==> config.mk <==
export PLATFORM = sky130hd
export DESIGN_NAME = ga_fitness_scheduler_flat
export DESIGN_NICKNAME = d
export VERILOG_FILES = /design/src/rtl/ga_fitness_scheduler_pkg.sv /design/src/rtl/ga_fitness_scheduler_if.sv /design/src/rtl/ga_fitness_scheduler_best_tracker.sv /design/src/rtl/ga_fitness_scheduler.sv /design/src/flat_wrapper.sv
export SDC_FILE = /design/constraint.sdc
export NUM_CORES = 1
export LEC_CHECK = 0
export CORE_AREA = 8 8 264 266
export DETAILED_ROUTE_END_ITERATION = 16
export DIE_AREA = 0 0 272 274
export GPL_TIMING_DRIVEN = 0
export PLACE_DENSITY = 0.54
export SLEW_MARGIN = 0
export SYNTH_ARGS = -nofsm -noshare
export SYNTH_HDL_FRONTEND = slang
export SYNTH_SLANG_ARGS = --single-unit
==> constraint.sdc <==
create_clock -name clk -period 2.6 [get_ports clk]
set_input_delay 0.52 -clock clk [delete_from_list [all_inputs] [get_ports clk]]
set_output_delay 0.52 -clock clk [all_outputs]
set_load 0.1 [all_outputs]
==> src/rtl/ga_fitness_scheduler_pkg.sv <==
// Shared definitions for the GA fitness scheduler: FSM state encoding,
// the "no best yet" error constant and the slot-index width helper.
package ga_pkg;

    typedef enum logic [2:0] {
        IDLE    = 3'd0,
        ISSUE   = 3'd1,
        WAIT    = 3'd2,
        UPDATE  = 3'd3,
        GEN_END = 3'd4,
        BREED   = 3'd5,
        DONE    = 3'd6
    } state_e;

    // Sliced down to ErrorWidth by users; error widths above 32 bits are not expected.
    localparam logic [31:0] ERR_ONES = 32'hFFFF_FFFF;

    function automatic int idx_width(input int n);
        return (n < 2) ? 1 : $clog2(n);
    endfunction

endpackage

==> src/rtl/ga_fitness_scheduler_if.sv <==
// Signal bundle between the fitness scheduler, the population/breeder side
// and the shared evaluator. The scheduler uses the master modport.
interface ga_fitness_scheduler_if #(
    parameter int PopulationSize  = 8,
    parameter int IndividualWidth = 64,
    parameter int ErrorWidth      = 9,
    parameter int GenerationWidth = 16
);
    localparam int IndexWidth = ga_pkg::idx_width(PopulationSize);

    logic                                  start;
    logic [PopulationSize*IndividualWidth-1:0] population;
    logic                                  evalStart;
    logic [IndividualWidth-1:0]            evalIndividual;
    logic                                  evalDone;
    logic [ErrorWidth-1:0]                 evalError;
    logic                                  scoreWrite;
    logic [IndexWidth-1:0]                 scoreIndex;
    logic [ErrorWidth-1:0]                 scoreError;
    logic                                  generationDone;
    logic                                  breedDone;
    logic [IndividualWidth-1:0]            bestIndividual;
    logic [ErrorWidth-1:0]                 bestError;
    logic [GenerationWidth-1:0]            generation;
    logic                                  busy;
    logic                                  finished;

    modport master (
        input  start, population, evalDone, evalError, breedDone,
        output evalStart, evalIndividual, scoreWrite, scoreIndex, scoreError,
               generationDone, bestIndividual, bestError, generation, busy, finished
    );

    modport slave (
        output start, population, evalDone, evalError, breedDone,
        input  evalStart, evalIndividual, scoreWrite, scoreIndex, scoreError,
               generationDone, bestIndividual, bestError, generation, busy, finished
    );

endinterface

==> src/rtl/ga_fitness_scheduler_best_tracker.sv <==
// Best-so-far register pair: a strictly smaller error replaces the holder,
// so ties keep the individual that reached that error first.
module ga_best_tracker
    import ga_pkg::*;
#(
    parameter int IndividualWidth = 64,
    parameter int ErrorWidth      = 9
) (
    input  logic                       clk,
    input  logic                       rst,
    input  logic                       clear_i,
    input  logic                       update_i,
    input  logic [ErrorWidth-1:0]      error_i,
    input  logic [IndividualWidth-1:0] individual_i,
    output logic [ErrorWidth-1:0]      best_error_o,
    output logic [IndividualWidth-1:0] best_individual_o
);

    logic [ErrorWidth-1:0]      best_error_q;
    logic [IndividualWidth-1:0] best_individual_q;

    always_ff @(posedge clk or negedge rst) begin
        if (!rst) begin
            best_error_q      <= ERR_ONES[ErrorWidth-1:0];
            best_individual_q <= '0;
        end else if (clear_i) begin
            best_error_q      <= ERR_ONES[ErrorWidth-1:0];
            best_individual_q <= '0;
        end else if (update_i && (error_i < best_error_q)) begin
            best_error_q      <= error_i;
            best_individual_q <= individual_i;
        end
    end

    assign best_error_o      = best_error_q;
    assign best_individual_o = best_individual_q;

endmodule

==> src/rtl/ga_fitness_scheduler.sv <==
// Walks the single shared evaluator over every population slot, scores each
// individual, tracks the best one and alternates with the breeder per generation.
module ga_fitness_scheduler
    import ga_pkg::*;
#(
    parameter int PopulationSize  = 8,
    parameter int IndividualWidth = 64,
    parameter int ErrorWidth      = 9,
    parameter int GenerationWidth = 16,
    parameter int MaxGenerations  = 1000
) (
    input  logic                   clk,
    input  logic                   rst,
    ga_fitness_scheduler_if.master bus
);

    localparam int                          IndexWidth = idx_width(PopulationSize);
    localparam logic [IndexWidth-1:0]       LastIndex  = IndexWidth'(PopulationSize - 1);
    localparam logic [GenerationWidth-1:0]  LastGen    = GenerationWidth'(MaxGenerations - 1);

    state_e                     state_q, state_d;
    logic [IndexWidth-1:0]      index_q, index_d;
    logic [GenerationWidth-1:0] gen_q, gen_d;
    logic [ErrorWidth-1:0]      err_q, err_d;
    logic [IndividualWidth-1:0] ind_q, ind_d;
    logic                       run_start;
    logic [ErrorWidth-1:0]      best_error;
    logic [IndividualWidth-1:0] best_individual;

    logic [IndividualWidth-1:0] slots [PopulationSize];

    for (genvar k = 0; k < PopulationSize; k++) begin : g_slot
        assign slots[k] = bus.population[k*IndividualWidth +: IndividualWidth];
    end

    always_ff @(posedge clk or negedge rst) begin
        if (!rst) begin
            state_q <= IDLE;
            index_q <= '0;
            gen_q   <= '0;
            err_q   <= '0;
            ind_q   <= '0;
        end else begin
            state_q <= state_d;
            index_q <= index_d;
            gen_q   <= gen_d;
            err_q   <= err_d;
            ind_q   <= ind_d;
        end
    end

    // The individual is captured on every transition into ISSUE, so the
    // population bus is ignored for the whole ISSUE/WAIT/UPDATE window.
    always_comb begin
        state_d   = state_q;
        index_d   = index_q;
        gen_d     = gen_q;
        err_d     = err_q;
        ind_d     = ind_q;
        run_start = 1'b0;
        unique case (state_q)
            IDLE, DONE: begin
                if (bus.start) begin
                    state_d   = ISSUE;
                    index_d   = '0;
                    gen_d     = '0;
                    ind_d     = slots[0];
                    run_start = 1'b1;
                end
            end
            ISSUE: state_d = WAIT;
            WAIT: begin
                if (bus.evalDone) begin
                    err_d   = bus.evalError;
                    state_d = UPDATE;
                end
            end
            UPDATE: begin
                if (index_q != LastIndex) begin
                    index_d = index_q + 1'b1;
                    ind_d   = slots[index_d];
                    state_d = ISSUE;
                end else begin
                    state_d = GEN_END;
                end
            end
            GEN_END: begin
                gen_d = gen_q + 1'b1;
                // best_error already reflects the last slot's score here.
                if ((best_error == '0) || (gen_q == LastGen)) state_d = DONE;
                else                                           state_d = BREED;
            end
            BREED: begin
                if (bus.breedDone) begin
                    index_d = '0;
                    ind_d   = slots[0];
                    state_d = ISSUE;
                end
            end
            default: state_d = IDLE;
        endcase
    end

    ga_best_tracker #(
        .IndividualWidth(IndividualWidth),
        .ErrorWidth     (ErrorWidth)
    ) u_best (
        .clk              (clk),
        .rst              (rst),
        .clear_i          (run_start),
        .update_i         (state_q == UPDATE),
        .error_i          (err_q),
        .individual_i     (ind_q),
        .best_error_o     (best_error),
        .best_individual_o(best_individual)
    );

    assign bus.evalStart      = (state_q == ISSUE);
    assign bus.evalIndividual = ind_q;
    assign bus.scoreWrite     = (state_q == UPDATE);
    assign bus.scoreIndex     = index_q;
    assign bus.scoreError     = err_q;
    assign bus.generationDone = (state_q == GEN_END);
    assign bus.bestIndividual = best_individual;
    assign bus.bestError      = best_error;
    assign bus.generation     = gen_q;
    assign bus.busy           = (state_q != IDLE) && (state_q != DONE);
    assign bus.finished       = (state_q == DONE);

endmodule

==> src/flat_wrapper.sv <==
// flat-port wrapper written by rule: the top's interface ports become plain ports
module ga_fitness_scheduler_flat import ga_pkg::*;
#(
    parameter int PopulationSize  = 8,
    parameter int IndividualWidth = 64,
    parameter int ErrorWidth      = 9,
    parameter int GenerationWidth = 16,
    parameter int MaxGenerations  = 1000
)
  (clk, rst, bus_start, bus_population, bus_evalDone, bus_evalError, bus_breedDone, bus_evalStart, bus_evalIndividual, bus_scoreWrite, bus_scoreIndex, bus_scoreError, bus_generationDone, bus_bestIndividual, bus_bestError, bus_generation, bus_busy, bus_finished);
  ga_fitness_scheduler_if #(.PopulationSize(PopulationSize), .IndividualWidth(IndividualWidth), .ErrorWidth(ErrorWidth), .GenerationWidth(GenerationWidth)) bus_i ();
  input  logic clk;
  input  logic rst;
  input wire logic [$bits(bus_i.start)-1:0] bus_start;
  input wire logic [$bits(bus_i.population)-1:0] bus_population;
  input wire logic [$bits(bus_i.evalDone)-1:0] bus_evalDone;
  input wire logic [$bits(bus_i.evalError)-1:0] bus_evalError;
  input wire logic [$bits(bus_i.breedDone)-1:0] bus_breedDone;
  output wire logic [$bits(bus_i.evalStart)-1:0] bus_evalStart;
  output wire logic [$bits(bus_i.evalIndividual)-1:0] bus_evalIndividual;
  output wire logic [$bits(bus_i.scoreWrite)-1:0] bus_scoreWrite;
  output wire logic [$bits(bus_i.scoreIndex)-1:0] bus_scoreIndex;
  output wire logic [$bits(bus_i.scoreError)-1:0] bus_scoreError;
  output wire logic [$bits(bus_i.generationDone)-1:0] bus_generationDone;
  output wire logic [$bits(bus_i.bestIndividual)-1:0] bus_bestIndividual;
  output wire logic [$bits(bus_i.bestError)-1:0] bus_bestError;
  output wire logic [$bits(bus_i.generation)-1:0] bus_generation;
  output wire logic [$bits(bus_i.busy)-1:0] bus_busy;
  output wire logic [$bits(bus_i.finished)-1:0] bus_finished;
  assign bus_i.start = bus_start;
  assign bus_i.population = bus_population;
  assign bus_i.evalDone = bus_evalDone;
  assign bus_i.evalError = bus_evalError;
  assign bus_i.breedDone = bus_breedDone;
  assign bus_evalStart = bus_i.evalStart;
  assign bus_evalIndividual = bus_i.evalIndividual;
  assign bus_scoreWrite = bus_i.scoreWrite;
  assign bus_scoreIndex = bus_i.scoreIndex;
  assign bus_scoreError = bus_i.scoreError;
  assign bus_generationDone = bus_i.generationDone;
  assign bus_bestIndividual = bus_i.bestIndividual;
  assign bus_bestError = bus_i.bestError;
  assign bus_generation = bus_i.generation;
  assign bus_busy = bus_i.busy;
  assign bus_finished = bus_i.finished;
  ga_fitness_scheduler #(.PopulationSize(PopulationSize), .IndividualWidth(IndividualWidth), .ErrorWidth(ErrorWidth), .GenerationWidth(GenerationWidth), .MaxGenerations(MaxGenerations)) u_core (.clk(clk), .rst(rst), .bus(bus_i));
endmodule
[Word-level counts from Yosys, hierarchy flattened]
Index checks and enable logic that the tools add are counted.
Word-level totals
  bits of input ports: 526
  bits in registers: 168
  output and inout bits: 170
  logic and storage cells: 64
Operators by class
  muxes and demuxes: 25
  magnitude comparators: 2
  bitwise operators: 1
  eq/ne operators: 13
  add/subtract/negate cells: 2
  reduce and logical (&&, ||, !) cells: 14
Operators with widths (count)
  $mux W64: 7
  $bmux W64 S3: 1
  $pmux W64 S3: 1
  $pmux W16 S2: 1
  $mux W3: 7
  $mux W9: 2
  $pmux W3 S6: 1
  $add A16 B1 Y16 const B: 1
  $eq A16 B10 Y1 const B: 1
  $mux W16: 1
  $eq A3 B3 Y1 const B: 3
  $logic_not A9 Y1: 1
  $lt A9 B9 Y1: 1
  $pmux W3 S3: 1
  $eq A3 B2 Y1 const B: 2
  $ne A2 B2 Y1 const B: 3
  $ne A3 B3 Y1 const B: 2
  $reduce_bool A3 Y1: 2
  $ge A4 B4 Y1 const B: 1
  $not A3 Y4: 1
  $reduce_and A2 Y1: 2
  $reduce_and A4 Y1: 1
  $reduce_bool A2 Y1: 2
  $add A3 B1 Y3 const B: 1
  9 further kinds: 11

[Logic depth before layout (Yosys ltp)]
Gate-level depths: netlist of the first run.
  depth after elaboration: 7
  gate-level depth with buffers: 10
  depth with buffers taken out: 7

[Modules after synthesis]
Synthesis of the first run repeated with hierarchy kept, for this count alone.
Unflattened totals
  cell total of the unflattened synthesis: 1091
  area, all modules: 12206.7 µm²
Modules (own cells, without submodules)
  ga_fitness_scheduler: times used 1, sequential area each 2377.3 µm², cells an instance 744, area an instance 8331.7 µm²
  ga_best_tracker: times used 1, sequential area each 1838.0 µm², cells an instance 347, area an instance 3875.0 µm²

[Least setup slack after synthesis of the first run]
Ideal clock, no wire load.
  kind: reg-to-output
  start point: reg u_core.state_q[0]
  end point: out bus_finished
  setup slack: -769 ps
  arrival time: 2849 ps
  stages on the path, launching flop included: 4
  path through: dfrtp_1 -> buf_4 -> clkbuf_1 -> nor3_1
Between the ends
  cells in the longest elaborated chain, start to end: 1
Ends and longest elaborated chain
  start: declaration: line ga_fitness_scheduler.sv:21  | state_e state_q, state_d;
  start signal: assignment: line ga_fitness_scheduler.sv:44  | state_q <= state_d;
  $eq A3 B3 Y1: line ga_fitness_scheduler.sv:128  | assign bus.finished = (state_q == DONE);
  end: declaration: line flat_wrapper.sv:29  | output wire logic [$bits(bus_i.finished)-1:0] bus_finished;
Every way passes these cells.

[Worst setup path in the final report of the first run]
  start point: reg u_core.u_best.best_individual_q[15] (netlist: u_core.u_best.best_individual_o[15])
  end point: out bus_bestIndividual[15]
RTL lines
  start: declaration: line ga_fitness_scheduler_best_tracker.sv:20  | logic [IndividualWidth-1:0] best_individual_q;
  start signal: assignment: line ga_fitness_scheduler_best_tracker.sv:31  | best_individual_q <= individual_i;
  end: declaration: line flat_wrapper.sv:25  | output wire logic [$bits(bus_i.bestIndividual)-1:0] bus_bestIndividual;
No word-level cell between the ends.

==> flow_metrics.env, run 1 <==
export IMPL_place_congestion=0.926
export IMPL_grt_overflow_total=0
export IMPL_regArea_mm2=0.00423
export IMPL_die_w_um=272
export IMPL_critPathMaxFanout=2
export IMPL_synth_top_cell_by_area="dfrtp_1"
export IMPL_ys_top_cells_by_area="dfrtp_1, mux4_2, nand3_1"
export IMPL_multi_input_area_mm2=0.00650
export IMPL_ioPinCount=696
export IMPL_reg2reg_to="u_core.u_best.best_error_o[3]"
export IMPL_fp_row_count=94
export IMPL_worstMarginPinSlew_ps=1130
export IMPL_critical_path_top_delay_family="buffers and inverters"
export IMPL_nNetsFinal=2286
export IMPL_stdcell_count=2637
export IMPL_dr_pass1_iters=6
export IMPL_drive_gt1_frac=0.177
export IMPL_core_region_area_mm2=0.0653
export IMPL_dpl_hpwl_um=62400
export IMPL_clk_latency_ps=500
export IMPL_min_path_type="input pin to asynchronous set/reset pin"
export IMPL_required_ps=2080
export IMPL_grt_max_degree=103
export IMPL_grt_pass1_vias=13200
export IMPL_drt_iter0_markers=774
export IMPL_rrSetupSlack_ps=70
export IMPL_finalClockSkew_ps=18.9
export IMPL_syn_num_nets=1559
export IMPL_status="complete, but fails checks"
export IMPL_final_setup_viol_count=0
export IMPL_clock_path_buffers=2
export IMPL_worst_path_max_delay_cell="clkdlybuf4s50_1"
export IMPL_slew_violations=0
export IMPL_seq_area_frac_synth=0.369
export IMPL_area_growth_pct=78.1
export IMPL_slowest_delay_ps=1170
export IMPL_yosysTopAreaCellShare=0.349
export IMPL_crit_buf_inv=1
export IMPL_dp_cells=2582
export IMPL_htree_levels=4
export IMPL_vias=12100
export IMPL_synthFlopType="dfrtp_1"
export IMPL_netlist_instances=1021
export IMPL_critPathKind="flip-flop to primary output"
export IMPL_grt_usage=0.193
export IMPL_viasPerCell=4.58
export IMPL_async_flop_share=1.00
export IMPL_cts_sinks=168
export IMPL_finalHoldViolCount=0
export IMPL_utilization=0.311
export IMPL_syn_area_per_cell_um2=11.2
export IMPL_violations="antenna violations"
export IMPL_p_leak_uw=0.00813
export IMPL_maxSlewHeadroom=0.248
export IMPL_numCtsBuffers=17
export IMPL_ys_top_cells_by_count="dfrtp_1, nand3_1, mux4_2"
export IMPL_reg2reg_from="u_core.u_best.best_error_o[7]"
export IMPL_syn_area_mm2=0.0114
export IMPL_die_area_mm2=0.0745
export IMPL_synth_edf_count=0
export IMPL_cap_viol_max_count=0
export IMPL_initial_utilization=0.175
export IMPL_ys_warn_count=0
export IMPL_fillers=6755
export IMPL_finalCritPeriodShare=0.976
export IMPL_cts_root_buf="clkbuf_16"
export IMPL_io_buffers=695
export IMPL_drc=0
export IMPL_p_per_area_mw_per_mm2=1420
export IMPL_rsz0062_at_grt="yes"
export IMPL_post_route_min_period_ps=2540
export IMPL_irDropWorstVdd_uv=794
export IMPL_ys_types=48
export IMPL_die_h_um=274
export IMPL_antenna_found_initial=27
export IMPL_rr_worst_depth=10
export IMPL_clk_pin_slew_ps=80
export IMPL_synth_most_common_cell="dfrtp_1"
export IMPL_critPathLaunch="u_core.u_best.best_individual_o[15]"
export IMPL_startpoint_type="flip-flop"
export IMPL_grt_pass1_wl_um=102000
export IMPL_critPathCaptureType="primary output"
export IMPL_worstPathCellList="clkdlybuf4s50_1"
export IMPL_cts_tree="yes"
export IMPL_wl_per_cell_um=28.2
export IMPL_ant_nets=1
export IMPL_timing_fmax_ghz=0.394
export IMPL_synth_seq_cells=168
export IMPL_cp_arrival_ps=2020
export IMPL_wl_um=74400
-- through the flow --
stage / instance area [µm²] / setup WS (ps) / hold slack, ps / TNS, ps / power, µW
2_1_floorplan: 11400 / 12.0 / 224 / 0 / 19400
3_3_place_gp: 19500 / -7460 / 484 / -1151410 / 26200
3_5_place_dp: 19500 / -612 / 318 / -36140 / 26400
4_1_cts: 20200 / -12.7 / 356 / -12.7 / 29100
5_1_grt: 20300 / -13.7 / 393 / -13.7 / 30300
6_report: 20300 / 62.1 / 406 / 0 / 28800
-- per-layer routing --
layer / wire length (µm) / GRT usage / vias up
li1: - / - / 5343
met1: 30400 / 0.237 / 6139
met2: 37400 / 0.331 / 503
met3: 5410 / 0.0562 / 75
met4: 1150 / 0.0460 / 20
met5: 137 / 0 / -
-- cells by family after synthesis --
| family | synth area share |
|---|---|
| buffers and inverters | 0.0691 |
| AND/OR/NAND/NOR | 0.115 |
| adder cells (fa/ha/maj) | 0.0138 |
| flip-flops | 0.369 |
| multiplexers | 0.320 |
| XOR/XNOR | 0.00230 |
| AO/OA/AOI/OAI | 0.110 |
-- registers in the layout, indices dropped and copies added, names as in the netlist --
name,count
u_core.bus.evalIndividual,64
u_core.u_best.best_individual_o,64
u_core.bus.generation,16
u_core.bus.scoreError,9
u_core.u_best.best_error_o,9
u_core.bus.scoreIndex,3
u_core.state_q,3
-- power by group --
part,leakage (µW),switching [µW],internal (µW)
clock network,0.000279,1230,1490
logic,0.00574,15100,6170
registers,0.00211,993,3870
-- cell type report --
class                           instances  area share
Timing Repair Buffer                  710       0.343
Multi-Input combinational cell        679       0.320
Sequential cell                       168       0.208
Tap cell                              864      0.0532
Buffer                                 93      0.0301
Clock buffer                           22      0.0233
Inverter                               79      0.0147
Clock inverter                         10     0.00579
Antenna cell                           12     0.00148
-- worst max path at each step --
stage / end / slack (ps) / cells past startpoint
after floorplan: u_core.u_best.best_individual_o[55] / 10 / 10
after global placement: u_core.bus.scoreError[6] / -7460 / 1
after detailed placement: u_core.bus.evalIndividual[3] / -610 / 6
after CTS: bus_generationDone / -10 / 6
after global routing: u_core.bus.evalIndividual[14] / -10 / 5
final: bus_bestIndividual[15] / 60 / 1
-- placed cells by master, fill, tap and decap left out, drive strengths merged, types with 2 or more instances in the layout --
master	netlist	layout
nand2	88	88
a31oi	12	12
nor3	3	3
inv	79	80
a21oi	5	5
nor4	4	4
clkinv	0	3
mux2i	66	66
nor2	21	21
dlygate4sd2	0	149
mux2	10	10
buf	51	69
dfstp	9	9
diode	0	12
a21o	2	2
nand3	138	138
nand4	6	6
a211oi	3	3
clkdlybuf4s50	0	538
o21ai	88	88
mux4	128	128
dfrtp	159	159
and3	2	2
bufinv	0	2
nand2b	2	2
ha	11	11
o31ai	3	3
o211ai	66	66
xor2	2	2
or3	4	4
and4	2	2
clkinvlp	0	4
clkbuf	44	66
-- repair_timing --
| action | 4_1_cts | 5_1_grt |
|---|---|---|
| gates resized for setup | 244 | 32 |
| pin swaps | 4 | 4 |
| endpoints found under the hold margin | 6 | 0 |
| gates cloned | 2 | 0 |
| hold buffers | 1 | 0 |
| endpoints found under the setup margin | 297 | 97 |
| setup buffers | 6 | 5 |
(Power assumes the default switching activity.)
==> inputs of run 2 (changes only) <==
--- a/config.mk
+++ b/config.mk
@@ -9,4 +9,5 @@
 export DETAILED_ROUTE_END_ITERATION = 16
 export DIE_AREA = 0 0 272 274
+export GPL_ROUTABILITY_DRIVEN = 0
 export GPL_TIMING_DRIVEN = 0
 export PLACE_DENSITY = 0.54
==> constraint.sdc (replaced) <==
create_clock -name clk -period 2.6 [get_ports clk]
set_input_delay 0.52 -clock clk [delete_from_list [all_inputs] [get_ports clk]]
set_output_delay 0.52 -clock clk [all_outputs]
set_load 0.02 [all_outputs]
==> flow_metrics.env, run 2 (synthesis results as in run 1) <==
export IMPL_vias=12100
export IMPL_cts_root_buf="clkbuf_16"
export IMPL_slowest_delay_ps=560
export IMPL_final_cell_mix="clkdlybuf4s50_1, dfrtp_1, nand3_1"
export IMPL_cp_arrival_ps=2900
export IMPL_min_path_type="flip-flop to flip-flop"
export IMPL_grt_overflow_total=0
export IMPL_startpoint_type="flip-flop"
export IMPL_finalCritPeriodShare=0.962
export IMPL_wl_per_cell_um=26.1
export IMPL_cts_tree="yes"
export IMPL_wl_um=68900
export IMPL_required_ps=3000
export IMPL_clock_path_buffers=2
export IMPL_final_setup_viol_count=0
export IMPL_timing_fmax_ghz=0.400
export IMPL_clk_pin_slew_ps=70
export IMPL_maxSlewHeadroom=0.348
export IMPL_finalHoldViolCount=0
export IMPL_fp_row_count=94
export IMPL_met3_usage=0.0623
export IMPL_worstMarginPinSlew_ps=979
export IMPL_fillers=6697
export IMPL_ioPinCount=696
export IMPL_numCtsBuffers=17
export IMPL_core_region_area_mm2=0.0653
export IMPL_power_uw=22900
export IMPL_use_met2=0.300
export IMPL_p_leak_uw=0.00777
export IMPL_dr_pass1_iters=5
export IMPL_critPathCaptureType="flip-flop"
export IMPL_cap_viol_max_count=0
export IMPL_p_clk_frac=0.116
export IMPL_status="finished clean"
export IMPL_p_int_uw=12200
export IMPL_top_usage_layer="met2"
export IMPL_rr_worst_depth=11
export IMPL_drt_iter0_markers=745
export IMPL_grt_use_met1=0.211
export IMPL_dp_slack_ps=-748
export IMPL_grt_pass1_wl_um=96200
export IMPL_antenna_found_initial=14
export IMPL_netSwitchingFraction=0.469
export IMPL_grt_max_degree=99
export IMPL_critPathKind="flip-flop to flip-flop"
export IMPL_dpl_hpwl_um=57200
export IMPL_die_w_um=272
export IMPL_io_buffers=695
export IMPL_crit_top_cell="buf_12"
export IMPL_rrSetupSlack_ps=100
export IMPL_worstPathCellList="inv_4, ha_4, a21o_1, a2111oi_4, o311ai_4, buf_6, buf_12, buf_12, buf_4, nor2_1, a31oi_2"
export IMPL_power_share_sequential=0.209
export IMPL_area_growth_pct=80.0
export IMPL_viasPerCell=4.57
export IMPL_p_sw_uw=10700
export IMPL_slew_violations=0
export IMPL_hold_ws_ps=503
export IMPL_post_route_min_period_ps=2500
export IMPL_finalClockSkew_ps=15.6
export IMPL_critPathMaxFanout=5
export IMPL_initial_utilization=0.175
export IMPL_htree_levels=4
export IMPL_die_h_um=274
export IMPL_p_per_area_mw_per_mm2=1120
export IMPL_ant_nets=0
export IMPL_cts_sinks=168
export IMPL_worst_path_max_delay_cell="dfstp_2"
export IMPL_grt_usage=0.178
export IMPL_finalWorstSetupSlack_ps=97.8
export IMPL_irDropWorstVdd_uv=463
export IMPL_drc=0
export IMPL_drive_gt1_frac=0.176
export IMPL_clk_latency_ps=480
export IMPL_whs_path_depth=2
export IMPL_die_area_mm2=0.0745
export IMPL_nNetsFinal=2293
export IMPL_combPwrFrac=0.675
export IMPL_grt_pass1_vias=13100
export IMPL_final_common_cell="clkdlybuf4s50_1"
[run 2: cell count changes in the layout (fill, tap and decap cells not counted), moves of 7 or more]
| cell | before | now |
|---|---|---|
| buf_2 | 25 | 17 |
| buf_4 | 19 | 27 |
| buf_6 | 10 | 17 |
| clkdlybuf4s50_1 | 538 | 689 |
| dlygate4sd2_1 | 149 | 4 |
| o21ai_0 | 66 | 76 |
| o21ai_1 | 22 | 11 |
[run 2: stage by stage]
step	instance area, µm²	TNS [ps]	util	std cells
after floorplan	11400	0	-	1021
after global placement	19400	-1099710	0.298	2580
after detailed placement	19500	-29030	0.298	2581
after CTS	20300	-110	0.312	2621
after global routing	20500	-1.42	0.314	2634
final	20500	0	0.315	2639
[run 2: repair_timing]
action / 4_1_cts / 5_1_grt
hold buffers: 1 / 0
resized for setup: 70 / 35
pin swaps: 0 / 8
gates cloned: 2 / 0
hold endpoints to repair: 28 / 0
setup buffers: 5 / 11
endpoints found under the setup margin: 132 / 106
[run 2: final timing paths]
check                                                     from                                   to
setup / recovery                 u_core.u_best.best_error_o[7]        u_core.u_best.best_error_o[5]
hold / removal             u_core.u_best.best_individual_o[22]  u_core.u_best.best_individual_o[22]
setup reg to reg                 u_core.u_best.best_error_o[7]        u_core.u_best.best_error_o[5]
hold reg to reg            u_core.u_best.best_individual_o[22]  u_core.u_best.best_individual_o[22]
max in group asynchronous                                  rst  u_core.u_best.best_individual_o[48]
min in group asynchronous                                  rst  u_core.u_best.best_individual_o[10]
[run 2: power by group through the flow]
stage,registers [µW],logic [µW],clock network [µW]
6_report,4780,15500,2670
5_1_grt,4940,16700,2880
4_1_cts,4800,15500,2790
3_5_place_dp,4840,14900,0
3_3_place_gp,4810,14700,0
2_1_floorplan,5850,7040,0
[run 2: worst max-delay path, delay by kind of cell, from the launching register on]
kind	cells	cell delay (ps)
fa+ha+maj	1	210
compound gates	4	840
simple gates	1	130
buf+inv	5	670
flops	1	560
[run 2: cell type report]
type / count / area, µm² / area share
timing repair buffer: 715 / 7170 / 0.349
multi-input combinational: 679 / 6510 / 0.317
buffer: 95 / 643 / 0.0313
inverter: 79 / 299 / 0.0146
antenna: 7 / 17.5 / 0.000853
sequential: 168 / 4220 / 0.205
clock buffer: 19 / 443 / 0.0216
clock inverter: 13 / 151 / 0.00737
tap: 864 / 1080 / 0.0526
[run 2: per-layer routing]
metal,part of all wire,wire length (µm)
met1,0.39,27000
met4,0.026,1760
met3,0.086,5930
met2,0.50,34200
met5,0.00017,12
==> inputs of run 3 (changes only) <==
- SLEW_MARGIN: 0 -> 20
==> flow_metrics.env, run 3 (synthesis results as in run 1) <==
export IMPL_cts_sinks=168
export IMPL_p_sw_uw=10600
export IMPL_core_region_area_mm2=0.0653
export IMPL_initial_utilization=0.175
export IMPL_finalCritPeriodShare=0.970
export IMPL_p_int_uw=12200
export IMPL_antenna_found_initial=9
export IMPL_finalHoldViolCount=0
export IMPL_p_clk_frac=0.122
export IMPL_area_growth_pct=79.1
export IMPL_htree_levels=4
export IMPL_post_route_min_period_ps=2520
export IMPL_die_w_um=272
export IMPL_dr_pass1_iters=5
export IMPL_slew_violations=0
export IMPL_irDropWorstVdd_uv=425
export IMPL_die_h_um=274
export IMPL_ioPinCount=696
export IMPL_grt_overflow_total=0
export IMPL_fillers=6659
export IMPL_maxSlewHeadroom=0.319
export IMPL_ant_nets=0
export IMPL_nNetsFinal=2284
export IMPL_dpl_hpwl_um=57000
export IMPL_p_leak_uw=0.00771
export IMPL_stdcell_count=2627
export IMPL_dp_cells=2581
export IMPL_vias=12000
export IMPL_min_to="u_core.u_best.best_individual_o[49]"
export IMPL_timing_fmax_ghz=0.397
export IMPL_clk_latency_ps=480
export IMPL_hold_start="u_core.u_best.best_individual_o[49]"
export IMPL_final_cell_mix="clkdlybuf4s50_1, dfrtp_1, nand3_1"
export IMPL_grt_pass1_wl_um=95200
export IMPL_wl_um=68400
export IMPL_required_ps=2940
export IMPL_netSwitchingFraction=0.465
export IMPL_viasPerCell=4.56
export IMPL_fin_setup_tns_ps=0
export IMPL_drt_iter0_markers=755
export IMPL_combPwrFrac=0.667
export IMPL_worstMarginPinSlew_ps=1020
export IMPL_final_setup_viol_count=0
export IMPL_multi_input_area_mm2=0.00649
export IMPL_power_share_sequential=0.211
export IMPL_grt_usage=0.176
export IMPL_numCtsBuffers=17
export IMPL_grt_max_degree=89
export IMPL_status="finished clean"
export IMPL_min_path_type="flip-flop to flip-flop"
export IMPL_rr_worst_depth=11
export IMPL_startpoint_type="flip-flop"
export IMPL_rrSetupSlack_ps=80
export IMPL_p_per_area_mw_per_mm2=1120
export IMPL_grt_pass1_vias=13100
export IMPL_reg2reg_to="u_core.u_best.best_individual_o[45]"
export IMPL_final_common_cell="clkdlybuf4s50_1"
export IMPL_wl_per_cell_um=26.0
export IMPL_clock_path_buffers=2
export IMPL_critPathCaptureType="flip-flop"
export IMPL_drive_gt1_frac=0.169
export IMPL_drc=0
export IMPL_critPathMaxFanout=10
export IMPL_cap_viol_max_count=0
export IMPL_finalClockSkew_ps=10.4
export IMPL_cp_arrival_ps=2870
export IMPL_cts_tree="yes"
export IMPL_clk_pin_slew_ps=70
export IMPL_cts_root_buf="clkbuf_16"
export IMPL_regArea_mm2=0.00422
export IMPL_die_area_mm2=0.0745
export IMPL_critPathKind="flip-flop to flip-flop"
export IMPL_whs_path_depth=2
export IMPL_reg2reg_from="u_core.u_best.best_error_o[7]"
export IMPL_io_buffers=695
export IMPL_fp_row_count=94
run 3: cell types whose count changed in the layout (fill, tap and decap cells not counted), moves of 2 or more:
cell / before / now
o21ai_0: 76 / 64
buf_6: 17 / 14
bufinv_16: 1 / 3
clkbuf_1: 21 / 23
buf_4: 27 / 21
o21ai_1: 11 / 24
diode_2: 7 / 4
run 3: repair_timing:
item                       4_1_cts  5_1_grt
pin swaps                        0        3
hold endpoints to repair         4        0
gates resized for setup         65       38
hold buffers                     1        0
cloned                           1        1
setup endpoints to repair      133       97
setup buffers                    3        5
run 3: metrics by stage:
| step | util | cell area (µm²) | hold WS, ps | setup WS, ps | power [µW] |
|---|---|---|---|---|---|
| floorplan | - | 11400 | 224 | 259 | 12900 |
| global placement | 0.298 | 19400 | 486 | -6530 | 19500 |
| detailed placement | 0.298 | 19500 | 494 | -732 | 19700 |
| CTS | 0.311 | 20300 | 509 | 1.77 | 23000 |
| global route | 0.313 | 20400 | 534 | -31.9 | 24500 |
| finish | 0.313 | 20400 | 507 | 78.5 | 22800 |
run 3: final cells by class:
cell class | count | share of cell area
clock buffer | 19 | 0.0212
multi-input combinational | 679 | 0.318
clock inverter | 13 | 0.00900
timing repair buffer | 707 | 0.347
sequential | 168 | 0.206
inverter | 79 | 0.0145
tap | 864 | 0.0529
antenna | 4 | 0.000490
buffer | 94 | 0.0309
run 3: critical path: stages (launching register included):
cell and delay, ps:
dfstp_2 550, inv_2 60, ha_4 240, a21o_1 180
a2111oi_4 420, o311ai_4 160, buf_6 160, buf_12 140
buf_12 150, buf_8 140, nand3_1 70, o21ai_0 90
run 3: worst max-delay path by stage:
stage	start	end	slack, ps	cells past startpoint
global placement	rst	u_core.bus.evalIndividual[39]	-6530	1
CTS	u_core.state_q[1]	bus_generationDone	2	6
floorplan	u_core.u_best.best_error_o[8]	u_core.u_best.best_individual_o[56]	260	10
finish	u_core.u_best.best_error_o[7]	u_core.u_best.best_individual_o[45]	80	11
detailed placement	u_core.bus.scoreIndex[0]	u_core.bus.evalIndividual[60]	-730	6
global route	u_core.u_best.best_error_o[7]	u_core.u_best.best_individual_o[45]	-30	11
run 3: power groups by stage:
| stage | clock, µW | combinational [µW] | sequential (µW) |
|---|---|---|---|
| floorplan | 0 | 7040 | 5850 |
| global placement | 0 | 14700 | 4810 |
| detailed placement | 0 | 14900 | 4850 |
| CTS | 2920 | 15300 | 4810 |
| global route | 3000 | 16500 | 4960 |
| finish | 2780 | 15200 | 4800 |
run 3: routing by layer:
layer,vias to the layer above,global-route usage,wire length [µm]
li1,5326,-,-
met1,6035,0.208,26500
met2,567,0.301,34000
met3,63,0.0587,6100
met4,0,0.0565,1760
met5,-,0,0
